File: src/rtl/uart_tx_pkg.sv
// +----------------------------------------------------------------------------+
// | uart_tx_pkg                                                                |
// | Shared FSM states, TX mux select codes and parity-type encodings.          |
// | Rev 1.0 - initial release                                                  |
// +----------------------------------------------------------------------------+
`default_nettype none

package uart_tx_pkg;

  typedef enum logic [2:0] {
    IDLE   = 3'd0,
    START  = 3'd1,
    DATA   = 3'd2,
    PARITY = 3'd3,
    STOP   = 3'd4
  } tx_state_t;

  // The registered output mux decodes these same values.
  localparam logic [2:0] SEL_START  = 3'b000;
  localparam logic [2:0] SEL_DATA   = 3'b001;
  localparam logic [2:0] SEL_PARITY = 3'b010;
  localparam logic [2:0] SEL_STOP   = 3'b011;

  localparam logic PAR_EVEN = 1'b0;
  localparam logic PAR_ODD  = 1'b1;

endpackage

`default_nettype wire

File: src/rtl/uart_parity_calc.sv
// +----------------------------------------------------------------------------+
// | uart_parity_calc                                                           |
// | Even/odd parity over a DATA_WIDTH word; shared by transmitter and receiver.|
// | Rev 1.0 - initial release                                                  |
// +----------------------------------------------------------------------------+
`default_nettype none

module uart_parity_calc
  import uart_tx_pkg::*;
#(
  parameter int DATA_WIDTH = 8
) (
  input  logic [DATA_WIDTH-1:0] data,
  input  logic                  par_typ,
  output logic                  parity
);

  logic w_xor;

  assign w_xor  = ^data;
  assign parity = (par_typ == PAR_ODD) ? ~w_xor : w_xor;

endmodule

`default_nettype wire

File: src/rtl/uart_tx_ctrl.sv
// +----------------------------------------------------------------------------+
// | uart_tx_ctrl                                                               |
// | UART TX frame sequencer driving the registered 4:1 output mux.             |
// | Optional macro UART_TX_TWO_STOP_EN: two stop cycles instead of one.        |
// | Rev 1.0 - initial release                                                  |
// +----------------------------------------------------------------------------+
`default_nettype none

module uart_tx_ctrl
  import uart_tx_pkg::*;
#(
  parameter int DATA_WIDTH = 8
) (
  input  logic                  clk,
  input  logic                  rst_n,
  input  logic [DATA_WIDTH-1:0] p_data,
  input  logic                  data_valid,
  input  logic                  par_en,
  input  logic                  par_typ,
  output logic [2:0]            mux_sel,
  output logic                  ser_data,
  output logic                  par_bit,
  output logic                  busy
);

  localparam int              c_cnt_w    = $clog2(DATA_WIDTH);
  localparam logic [c_cnt_w-1:0] c_last_bit = c_cnt_w'(DATA_WIDTH - 1);

  tx_state_t              r_state;
  tx_state_t              w_state_nxt;
  logic [DATA_WIDTH-1:0]  r_shift;
  logic [c_cnt_w-1:0]     r_bit_cnt;
  logic                   r_par_en;
  logic                   w_accept;
  logic                   w_last_bit;
  logic                   w_parity;
  logic                   w_stop_done;
  logic [2:0]             w_mux_sel_nxt;
  logic                   w_ser_nxt;
  logic                   w_busy_nxt;

  assign w_accept   = (r_state == IDLE) && data_valid;
  assign w_last_bit = (r_bit_cnt == c_last_bit);

  uart_parity_calc #(
    .DATA_WIDTH (DATA_WIDTH)
  ) u_parity (
    .data    (p_data),
    .par_typ (par_typ),
    .parity  (w_parity)
  );

`ifdef UART_TX_TWO_STOP_EN
  logic r_stop_cnt;

  always_ff @(posedge clk or negedge rst_n) begin
    if (!rst_n) begin
      r_stop_cnt <= 1'b0;
    end else if (r_state == STOP) begin
      r_stop_cnt <= ~r_stop_cnt;
    end else begin
      r_stop_cnt <= 1'b0;
    end
  end

  assign w_stop_done = r_stop_cnt;
`else
  assign w_stop_done = 1'b1;
`endif

  always_ff @(posedge clk or negedge rst_n) begin
    if (!rst_n) begin
      r_state <= IDLE;
    end else begin
      r_state <= w_state_nxt;
    end
  end

  always_comb begin
    w_state_nxt = r_state;
    case (r_state)
      IDLE:    if (data_valid) w_state_nxt = START;
      START:   w_state_nxt = DATA;
      DATA:    if (w_last_bit) w_state_nxt = r_par_en ? PARITY : STOP;
      PARITY:  w_state_nxt = STOP;
      STOP:    if (w_stop_done) w_state_nxt = IDLE;
      default: w_state_nxt = IDLE;
    endcase
  end

  // Outputs are decoded from the next state and registered, keeping them Moore
  // while lining them up with the state they describe.
  always_comb begin
    w_mux_sel_nxt = SEL_STOP;
    w_ser_nxt     = 1'b0;
    w_busy_nxt    = 1'b1;
    case (w_state_nxt)
      IDLE:    w_busy_nxt    = 1'b0;
      START:   w_mux_sel_nxt = SEL_START;
      DATA: begin
        w_mux_sel_nxt = SEL_DATA;
        w_ser_nxt     = r_shift[0];
      end
      PARITY:  w_mux_sel_nxt = SEL_PARITY;
      default: w_mux_sel_nxt = SEL_STOP;
    endcase
  end

  always_ff @(posedge clk or negedge rst_n) begin
    if (!rst_n) begin
      mux_sel  <= SEL_STOP;
      ser_data <= 1'b0;
      busy     <= 1'b0;
    end else begin
      mux_sel  <= w_mux_sel_nxt;
      ser_data <= w_ser_nxt;
      busy     <= w_busy_nxt;
    end
  end

  // Shift register presents the next data bit at bit 0 each time DATA is entered or held.
  always_ff @(posedge clk or negedge rst_n) begin
    if (!rst_n) begin
      r_shift   <= '0;
      r_bit_cnt <= '0;
      r_par_en  <= 1'b0;
      par_bit   <= 1'b0;
    end else begin
      if (w_accept) begin
        r_shift  <= p_data;
        r_par_en <= par_en;
        par_bit  <= w_parity;
      end else if (w_state_nxt == DATA) begin
        r_shift <= r_shift >> 1;
      end

      if ((r_state == DATA) && !w_last_bit) begin
        r_bit_cnt <= r_bit_cnt + 1'b1;
      end else begin
        r_bit_cnt <= '0;
      end
    end
  end

endmodule

`default_nettype wire

File: config.mk
export PLATFORM = sky130hd
export DESIGN_NAME = uart_tx_ctrl
export DESIGN_NICKNAME = d
export VERILOG_FILES = /design/src/rtl/uart_tx_pkg.sv /design/src/rtl/uart_parity_calc.sv /design/src/rtl/uart_tx_ctrl.sv
export SDC_FILE = /design/constraint.sdc
export NUM_CORES = 1
export LEC_CHECK = 0
export BUFFER_PORTS_ARGS = -buffer_cell sky130_fd_sc_hd__buf_4
export CORE_MARGIN = 2
export CORE_UTILIZATION = 45
export CTS_CLUSTER_DIAMETER = 80
export DETAILED_ROUTE_END_ITERATION = 8
export PLACE_DENSITY = 0.67
export SYNTH_ARGS = -nofsm -noshare
export SYNTH_HDL_FRONTEND = slang
export SYNTH_SLANG_ARGS = --single-unit
File: constraint.sdc
create_clock -name clk -period 2.63 [get_ports clk]
set_input_delay 0.1315 -clock clk [delete_from_list [all_inputs] [get_ports clk]]
set_output_delay 0.1315 -clock clk [all_outputs]
set_load 0.01 [all_outputs]
==> impl_metrics.toml, run 1 <==
[status]
status = "finished, final reports clean"

[clock_tree]
clk_pin_slew_worst_paths_ns = 0.12
post_cts_buffers = 0
clkSinkCount = 20
clk_path_buf_depth = 2
ctsHtreeMaxLevel = 1
cts-resized-gates = 0
clock_latency_ns = 0.30
cts_tree = "done"
numCtsBuffers = 3
ctsRootBufferMaster = "clkbuf_4"

[final_layout]
fillCellCount = 189
multiInputGateArea_sq_um = 409.1
register_area_sq_um = 503.0
fin_nets = 120
syn_to_final_growth_pct = 20.49
drive_above_1_share_pct = 28.85
diodes = 0

[drt]
via_per_inst = 4.870
final_antenna_net_count = 0
routedWlPerCell_microns = 12.40
drc = 0
drtPass1Iterations = 4
drt_iter0_drc = 1
drt-total-wl_mm = 1.625
via_count = 638

[synth]
synth_edf_count = 0
syn-cell-area_sq_um = 964.7
synth_async_sr_flop_share_pct = 100.0
synth_area_leader_cell = "dfrtp_1"
synth_common_cells = "18 x dfrtp_1, 8 x a21oi_1, 8 x nor2_1"
yosysSeqAreaShare_pct = 52.14
syn_inst = 85
synth.avg_cell_area_sq_um = 11.35
synthFlopType = "dfrtp_1"
yosysMostFrequentCell = "dfrtp_1"
synthTopCellsByArea = "dfrtp_1 47%, mux2i_1 7.3%, dfstp_2 5.4%, xnor2_1 4.5%, a21oi_1 4.2%"
synthDistinctLibCells = 31
synthesis.nets = 100
yosysWarnings = 0
ys_ff_latch = 20
synth_top_area_share_pct = 46.69

[timing]
min_period_ns = 1.958
finalSetupTns_ns = 0
fin_crit_sh_pct = 74.47
rsz0062_at_grt = "false"
slew_violations = 0
fmax_mhz = 510.6
finClkSkew_ns = 0.01255
hold_ws_ns = 0.02393
finalSetupViolCount = 0
hold_viol_final = 0

[power]
power-per-cell-area_mw_per_mm2 = 1094
irDropWorstVdd_v = 0.0008243
p_leak_nw = 0.5438
finalPower_mw = 1.272

[min_path]
hold_start = "par_en"
holdPathStages = 3
hold_end = "r_par_en"
holdCritPathClass = "in2reg"

[die]
die_w_microns = 50.30
coreArea_sq_mm = 0.002002
die_h_microns = 50.30
die_area_sq_mm = 0.002530
start_util_pct = 48.19
num_io_pins = 19
rows = 16

[placement]
hpwl_mm = 1.188
gp_congestion = 0.8034
portBuffers = 17

[worst_setup_path]
arrival_ns = 2.18
required_ns = 2.85
endpoint_kind = "flip-flop"
reg2reg_from = "r_bit_cnt[0]"
path_max_fanout = 16
worst-r2r-setup-slack_ns = 0.67
cp-start-kind = "flip-flop"
timing.rr.end = "r_shift[5]"
crit_start = "r_bit_cnt[0]"
reg2regPathDepth = 6
crit_type = "reg2reg"

[global_route]
grt_pass1_vias = 627
overflow = 0
grt_usage_pct = 14.53
antenna_found_initial = 0
grt_pass1_wl_mm = 2.725
grt_start_max_net_pins = 21

[run]
cap_violations = 0
-- per-stage QoR --
| step | worst slack [ns] | cells | instance area (sq um) | util [%] |
|---|---|---|---|---|
| final | 0.6716 | 131 | 1162 | 58.06 |
| after global routing | 0.5708 | 131 | 1162 | 58.06 |
| after CTS | 0.6823 | 131 | 1162 | 58.06 |
| after detailed placement | 0.6988 | 126 | 1100 | 54.94 |
| after global placement | 0.7936 | 126 | 1100 | 54.94 |
| after floorplan | 0.9134 | 85 | 964.7 | - |
-- placed cells by master (no fill, tap or decap), types with 2 or more instances in the layout --
master / count
xnor2_1: 5
a21oi_1: 8
mux2i_1: 7
buf_4: 18
nor2_1: 8
inv_1: 5
dfstp_2: 2
o21ai_0: 2
and2_1: 2
ha_1: 2
clkbuf_4: 3
nand2_1: 4
dfrtp_1: 18
-- cells by family (layout without fill, tap and decap cells) --
group / after synthesis / after routing / share of synthesized area (%)
adder cells (fa/ha/maj): 2 / 2 / 2.594
XOR/XNOR: 7 / 7 / 7.782
buffers and inverters: 9 / 28 / 5.447
multiplexers: 8 / 8 / 8.431
flip-flops: 20 / 20 / 52.14
AO/OA/AOI/OAI: 16 / 16 / 11.03
other: 1 / 1 / 0.3887
AND/OR/NAND/NOR: 22 / 22 / 12.19
-- flip-flops by register name, indices dropped and copies added, names as in the netlist --
signal and cells:
r_state 3, par_bit 1, ser_data 1, mux_sel 2, r_bit_cnt 3, busy 1
r_shift 8, r_par_en 1
-- cell type report --
type	count	area share, %
Multi-Input combinational cell	56	35.20
Sequential cell	20	43.27
Clock buffer	3	1.938
Timing Repair Buffer	19	12.49
Clock inverter	1	2.583
Inverter	5	1.615
Tap cell	27	2.906
-- per-layer routing --
layer  vias up  share of wire [%]  track usage [%]
met5         -                  0                0
met4         0               0.68            4.054
met3         2                3.8            5.655
met2        10                 49            25.00
met1       304                 46            16.73
li1        322                  -                -
-- worst max-delay path by stage --
stage | slack, ns | cells past startpoint | end
2_1_floorplan | 0.91 | 6 | r_shift[7]
5_1_grt | 0.57 | 6 | r_shift[5]
3_3_place_gp | 0.79 | 5 | r_shift[7]
4_1_cts | 0.68 | 6 | r_shift[5]
6_report | 0.67 | 6 | r_shift[5]
3_5_place_dp | 0.70 | 5 | r_shift[7]
-- repair_timing --
item,CTS,global route
hold endpoints to repair,20,0
endpoints found under the setup margin,0,0
hold buffers,1,0
-- where the power goes --
part,internal (mW),switching [mW]
combinational,0.241,0.249
clock,0.154,0.0962
sequential,0.447,0.0845
-- critical path: stages, from the launching register on --
cell and delay (ns):
dfrtp_1 0.41, ha_1 0.20, ha_1 0.24, or3b_4 0.40, a21oi_4 0.38, nor2_1 0.08
a21oi_1 0.15
(Power assumes the default switching activity.)
==> inputs of run 2 (changes only) <==
--- a/config.mk
+++ b/config.mk
@@ -5,12 +5,13 @@
 export SDC_FILE = /design/constraint.sdc
 export NUM_CORES = 1
 export LEC_CHECK = 0
+export ABC_AREA = 1
 export BUFFER_PORTS_ARGS = -buffer_cell sky130_fd_sc_hd__buf_4
 export CORE_MARGIN = 2
 export CORE_UTILIZATION = 45
 export CTS_CLUSTER_DIAMETER = 80
 export DETAILED_ROUTE_END_ITERATION = 8
-export PLACE_DENSITY = 0.67
+export PLACE_DENSITY = 0.69
 export SYNTH_ARGS = -nofsm -noshare
 export SYNTH_HDL_FRONTEND = slang
 export SYNTH_SLANG_ARGS = --single-unit
==> constraint.sdc (replaced) <==
create_clock -name clk -period 1.6 [get_ports clk]
set_input_delay 0.08 -clock clk [delete_from_list [all_inputs] [get_ports clk]]
set_output_delay 0.08 -clock clk [all_outputs]
set_load 0.01 [all_outputs]
==> run 2 against run 1 <==
  * Design area increased by 15%
  * Critical path depth up 2
  * Via count is 39% higher
  * Sequential power is 59% higher
  * Worst hold slack improved by 0.12 ns
  * Routed wire length up 24%
  * Area after synthesis is 12% higher
  * Cell count rose by 43%
  * Power increased by 64%
  * Largest cell class is now multi-input combinational cells
  * Die area is 11% higher
  * Register-to-register slack lost 0.59 ns
==> impl_metrics.toml, run 2 <==
[timing]
hold_ws_ns = 0.1476
finalSetupTns_ns = 0
finalSetupViolCount = 0
finClkSkew_ns = 0.006822
fin_crit_sh_pct = 94.59
slew_violations = 0
min_period_ns = 1.514
hold_viol_final = 0
fmax_mhz = 660.7
fin_ws_ns = 0.08649

[final_layout]
final_util_pct = 60.00
layout_commonest_cell = "nand2_1"
syn_to_final_growth_pct = 24.39
largest_reg_flops = 8
multiInputGateArea_sq_um = 528.0
largest_register = "r_shift"
reg_top3 = "r_shift x8, r_bit_cnt x3, r_state x3"
drive_above_1_share_pct = 27.04
final_cell_area_sq_mm = 0.001340
fillCellCount = 217
final_cells = 187
layout_common_cells = "52 x nand2_1, 20 x buf_4, 18 x dfrtp_1"
register_area_sq_um = 503.0
diodes = 0
fin_nets = 176

[global_route]
antenna_found_initial = 0
grt_usage_pct = 15.22
overflow = 0
grt_pass1_wl_mm = 3.015
grt_start_max_net_pins = 21
grt_pass1_vias = 721

[power]
p_leak_nw = 0.7373
power-per-cell-area_mw_per_mm2 = 1552
finalPower_mw = 2.079
irDropWorstVdd_v = 0.0007910

[die]
start_util_pct = 48.24
coreArea_sq_mm = 0.002233
num_io_pins = 19
rows = 17
die_area_sq_mm = 0.002802
die_h_microns = 52.93
die_w_microns = 52.93

[drt]
routedWlPerCell_microns = 10.79
final_antenna_net_count = 0
drt-total-wl_mm = 2.018
via_per_inst = 4.754
drt_iter0_drc = 20
via_count = 889
drtPass1Iterations = 4
drc = 0

[synth]
yosysWarnings = 0
synth.avg_cell_area_sq_um = 8.100
syn_inst = 133
synth_common_cells = "53 x nand2_1, 18 x dfrtp_1, 15 x inv_1"
synth_edf_count = 0
yosysMostFrequentCell = "nand2_1"
synth_async_sr_flop_share_pct = 100.0
synthesis.nets = 148
synthDistinctLibCells = 23
syn-cell-area_sq_mm = 0.001077
synth_top_area_share_pct = 41.81
synthFlopType = "dfrtp_1"
synth_area_leader_cell = "dfrtp_1"
synthTopCellsByArea = "dfrtp_1 42%, nand2_1 18%, inv_1 5.2%, nand3_1 5.1%, dfstp_2 4.9%"
ys_ff_latch = 20
yosysSeqAreaShare_pct = 46.69

[worst_setup_path]
cp-start-kind = "flip-flop"
path_max_fanout = 4
crit_type = "reg2reg"
endpoint_kind = "flip-flop"
required_ns = 1.80
arrival_ns = 1.71

[placement]
dp_slack_ns = 0.05018
placed_area_sq_mm = 0.001229
portBuffers = 17
hpwl_mm = 1.419
gp_congestion = 0.8118
dp_cells = 177

[status]
status = "finished, final reports clean"

[clock_tree]
ctsRootBufferMaster = "clkbuf_4"
cts_tree = "done"
ctsHtreeMaxLevel = 1
clkSinkCount = 20
clk_path_buf_depth = 2
clk_pin_slew_worst_paths_ns = 0.11
numCtsBuffers = 3
clock_latency_ns = 0.30

[run]
cap_violations = 0

[min_path]
holdCritPathClass = "in2reg"
[run 2: changes by cell type after synthesis, sizes merged, moves of 2 or more]
cell / before / now
mux2i: 7 / 0
nand3: 0 / 13
inv: 5 / 18
and2: 2 / 0
a21oi: 10 / 0
xnor2: 5 / 0
o21ai: 2 / 6
nand2: 4 / 55
buf: 4 / 2
[run 2: metal layers]
metal	global-route usage, %	wire [microns]
met4	8.974	36
met1	20.04	934
met2	23.33	993
met5	0	0
met3	2.542	54
[run 2: cell type report]
type                       instances  share of cell area (%)
clock buffer                       3                   1.681
inverter                          19                   5.322
multi-input combinational         94                   39.40
sequential                        20                   37.53
tap                               28                   2.614
timing repair buffer              23                   13.45
[run 2: what timing repair did]
action | CTS | global route
endpoints found under the setup margin | 0 | 8
hold buffers | 3 | 0
endpoints found under the hold margin | 22 | 0
resized for setup | 0 | 5
setup buffers | 0 | 2
[run 2: path summary, 6_finish.rpt]
path | start | end | slack (ns) | cells after the start
max in group asynchronous | rst_n | mux_sel[1] | 1.15 | 2
worst max register to register | r_bit_cnt[0] | busy | 0.09 | 8
worst min-delay path | p_data[4] | r_shift[4] | 0.15 | 5
min in group asynchronous | rst_n | r_state[1] | 0.18 | 2
worst min register to register | r_shift[5] | r_shift[5] | 0.48 | 2
worst max-delay path | r_bit_cnt[0] | busy | 0.09 | 8
[run 2: cells by family (layout without fill, tap and decap cells)]
group                    after synthesis  in the layout  share of synthesized area [%]
flip-flops                            20             20                          46.69
adder cells (fa/ha/maj)                2              2                          2.323
buffers and inverters                 21             45                          8.362
AO/OA/AOI/OAI                          8              8                          5.923
XOR/XNOR                               1              1                         0.8132
AND/OR/NAND/NOR                       80             82                          35.54
other                                  1              1                         0.3481
[run 2: report_power, final]
part	switching, mW	internal, mW	leakage, nW
Clock	0.151	0.0878	0.0138
Combinational	0.586	0.411	0.469
Sequential	0.129	0.715	0.254
[run 2: critical path, cell delays in order (launching register included)]
cell	delay (ns)
dfrtp_1	0.36
ha_2	0.19
ha_4	0.13
inv_2	0.04
nor2_2	0.08
nor2_2	0.06
a22oi_4	0.21
nand2_2	0.11
or2_1	0.24
==> inputs of run 3 (changes only) <==
--- a/config.mk
+++ b/config.mk
@@ -12,6 +12,7 @@
 export CTS_CLUSTER_DIAMETER = 80
 export DETAILED_ROUTE_END_ITERATION = 8
 export PLACE_DENSITY = 0.69
+export SETUP_SLACK_MARGIN = 0.5
 export SYNTH_ARGS = -nofsm -noshare
 export SYNTH_HDL_FRONTEND = slang
 export SYNTH_SLANG_ARGS = --single-unit
==> run 3 against run 2 <==
  * Routed wire length is 18% higher
  * Clock-buffer cell count did not move
  * Worst setup slack got worse by 0.0037 ns
  * Worst hold slack worse by 0.039 ns
  * Combinational power is 31% higher
  * Utilization increased by 9.6 points
  * Die area unchanged
  * Sequential power grew 2.5%
  * First-iteration DRC count increased by 40%
  * Power rose by 25%
  * Non-clock buffer count is 12 higher
  * Sequential share of layout area is 5.1 points lower
  * Critical path type unchanged
  * Largest cell class unchanged
  * Highest routed layer unchanged
==> impl_metrics.toml, run 3 (same netlist as run 2, synthesis figures left out) <==
[status]
status = "finished, final reports clean"

[final_layout]
final_cells = 200
final_cell_area_sq_mm = 0.001555
fin_nets = 188
reg_top3 = "r_shift x8, r_bit_cnt x3, r_state x3"
layout_common_cells = "49 x nand2_1, 23 x buf_4, 17 x dfrtp_1"
layout_commonest_cell = "nand2_1"
largest_register = "r_shift"
syn_to_final_growth_pct = 44.37
diodes = 0
drive_above_1_share_pct = 36.63
largest_reg_flops = 8

[clock_tree]
ctsRootBufferMaster = "clkbuf_4"
numCtsBuffers = 3
ctsHtreeMaxLevel = 1
clock_latency_ns = 0.31
cts_tree = "done"
clkSinkCount = 20
clk_path_buf_depth = 2
clk_pin_slew_worst_paths_ns = 0.12

[placement]
hpwl_mm = 1.491
portBuffers = 17
placed_area_sq_mm = 0.001236
gp_congestion = 0.7751
dp_slack_ns = 0.05415
dp_cells = 176

[drt]
via_per_inst = 4.810
routedWlPerCell_microns = 11.95
via_count = 962
drc = 0
drt-total-wl_mm = 2.389
final_antenna_net_count = 0
drtPass1Iterations = 4
drt_iter0_drc = 28

[power]
power-per-cell-area_mw_per_mm2 = 1669
finalPower_mw = 2.595
p_leak_nw = 0.8351
irDropWorstVdd_v = 0.0008357

[die]
die_w_microns = 52.93
rows = 17
die_h_microns = 52.93
start_util_pct = 48.24
die_area_sq_mm = 0.002802
coreArea_sq_mm = 0.002233
num_io_pins = 19

[min_path]
hold_end = "r_shift[4]"
holdPathStages = 5
hold_start = "p_data[4]"
holdCritPathClass = "in2reg"

[worst_setup_path]
reg2reg_from = "r_bit_cnt[0]"
path_max_fanout = 4
reg2regPathDepth = 8
endpoint_kind = "flip-flop"
crit_type = "reg2reg"
arrival_ns = 1.73
cp-start-kind = "flip-flop"
required_ns = 1.81
worst-r2r-setup-slack_ns = 0.08
timing.rr.end = "busy"

[timing]
min_period_ns = 1.517
slew_violations = 0
finalSetupViolCount = 0
fin_ws_ns = 0.08275
rsz0062_at_grt = "true"
finalSetupTns_ns = 0
hold_viol_final = 0
finClkSkew_ns = 0.002822
fmax_mhz = 659.1
fin_crit_sh_pct = 94.83

[global_route]
grt_usage_pct = 19.52
grt_pass1_wl_mm = 3.981
grt_pass1_vias = 937
antenna_found_initial = 0
overflow = 0
grt_start_max_net_pins = 21

[run]
cap_violations = 0
run 3: cell count changes in the layout (fill, tap and decap cells not counted), sizes merged:
| cell | delta |
|---|---|
| bufinv | +1 |
| buf | +12 |
run 3: repair_timing:
action                                  CTS  global route
endpoints found under the setup margin   17            20
cloned                                    3             0
endpoints found under the hold margin    22             0
pin swaps                                11             9
resized for setup                        15            10
hold buffers                              3             0
buffers inserted                         11             3
run 3: worst max path at each step:
stage                      start          to  slack (ns)  cells after the start
floorplan           r_bit_cnt[0]  r_shift[1]        0.17                     10
CTS                 r_bit_cnt[0]        busy         0.1                      8
global placement    r_bit_cnt[0]  r_shift[7]        0.11                     10
detailed placement  r_bit_cnt[1]  r_shift[1]        0.05                     10
global route        r_bit_cnt[1]  r_shift[2]        0.01                     10
finish              r_bit_cnt[0]        busy        0.08                      8
run 3: worst max-delay path: stages (launching register included):
cell	delay (ns)
dfrtp_1	0.37
ha_2	0.20
ha_4	0.15
inv_4	0.04
nor2_4	0.09
nor2_4	0.06
a22oi_4	0.17
nand2_2	0.11
or2_1	0.23
run 3: through the flow:
| step | hold slack (ns) | utilization [%] |
|---|---|---|
| detailed placement | -0.02665 | 55.35 |
| floorplan | -0.2156 | - |
| CTS | 0.1063 | 66.83 |
| global route | 0.1587 | 69.64 |
| global placement | -0.03371 | 55.35 |
| finish | 0.1088 | 69.64 |
run 3: routing by layer:
layer | global-route usage, % | part of all wire (%) | vias up | wire length, microns
li1 | - | - | 491 | -
met1 | 23.06 | 44 | 444 | 1041
met2 | 35.21 | 51 | 25 | 1224
met3 | 2.825 | 3.9 | 2 | 94
met4 | 7.692 | 1.2 | 0 | 28
met5 | 0 | 0 | - | 0
run 3: layout make-up:
type | count | area (sq um)
Inverter | 19 | 80.08
Clock buffer | 3 | 22.52
Timing Repair Buffer | 35 | 321.6
Fill cell | 171 | 678.2
Multi-Input combinational cell | 94 | 561.8
Sequential cell | 20 | 504.2
Tap cell | 28 | 35.03
Clock inverter | 1 | 30.03
run 3: power by group:
| group | internal (mW) | switching, mW |
|---|---|---|
| Sequential | 0.716 | 0.149 |
| Clock | 0.253 | 0.173 |
| Combinational | 0.607 | 0.697 |
| Total | 1.58 | 1.02 |
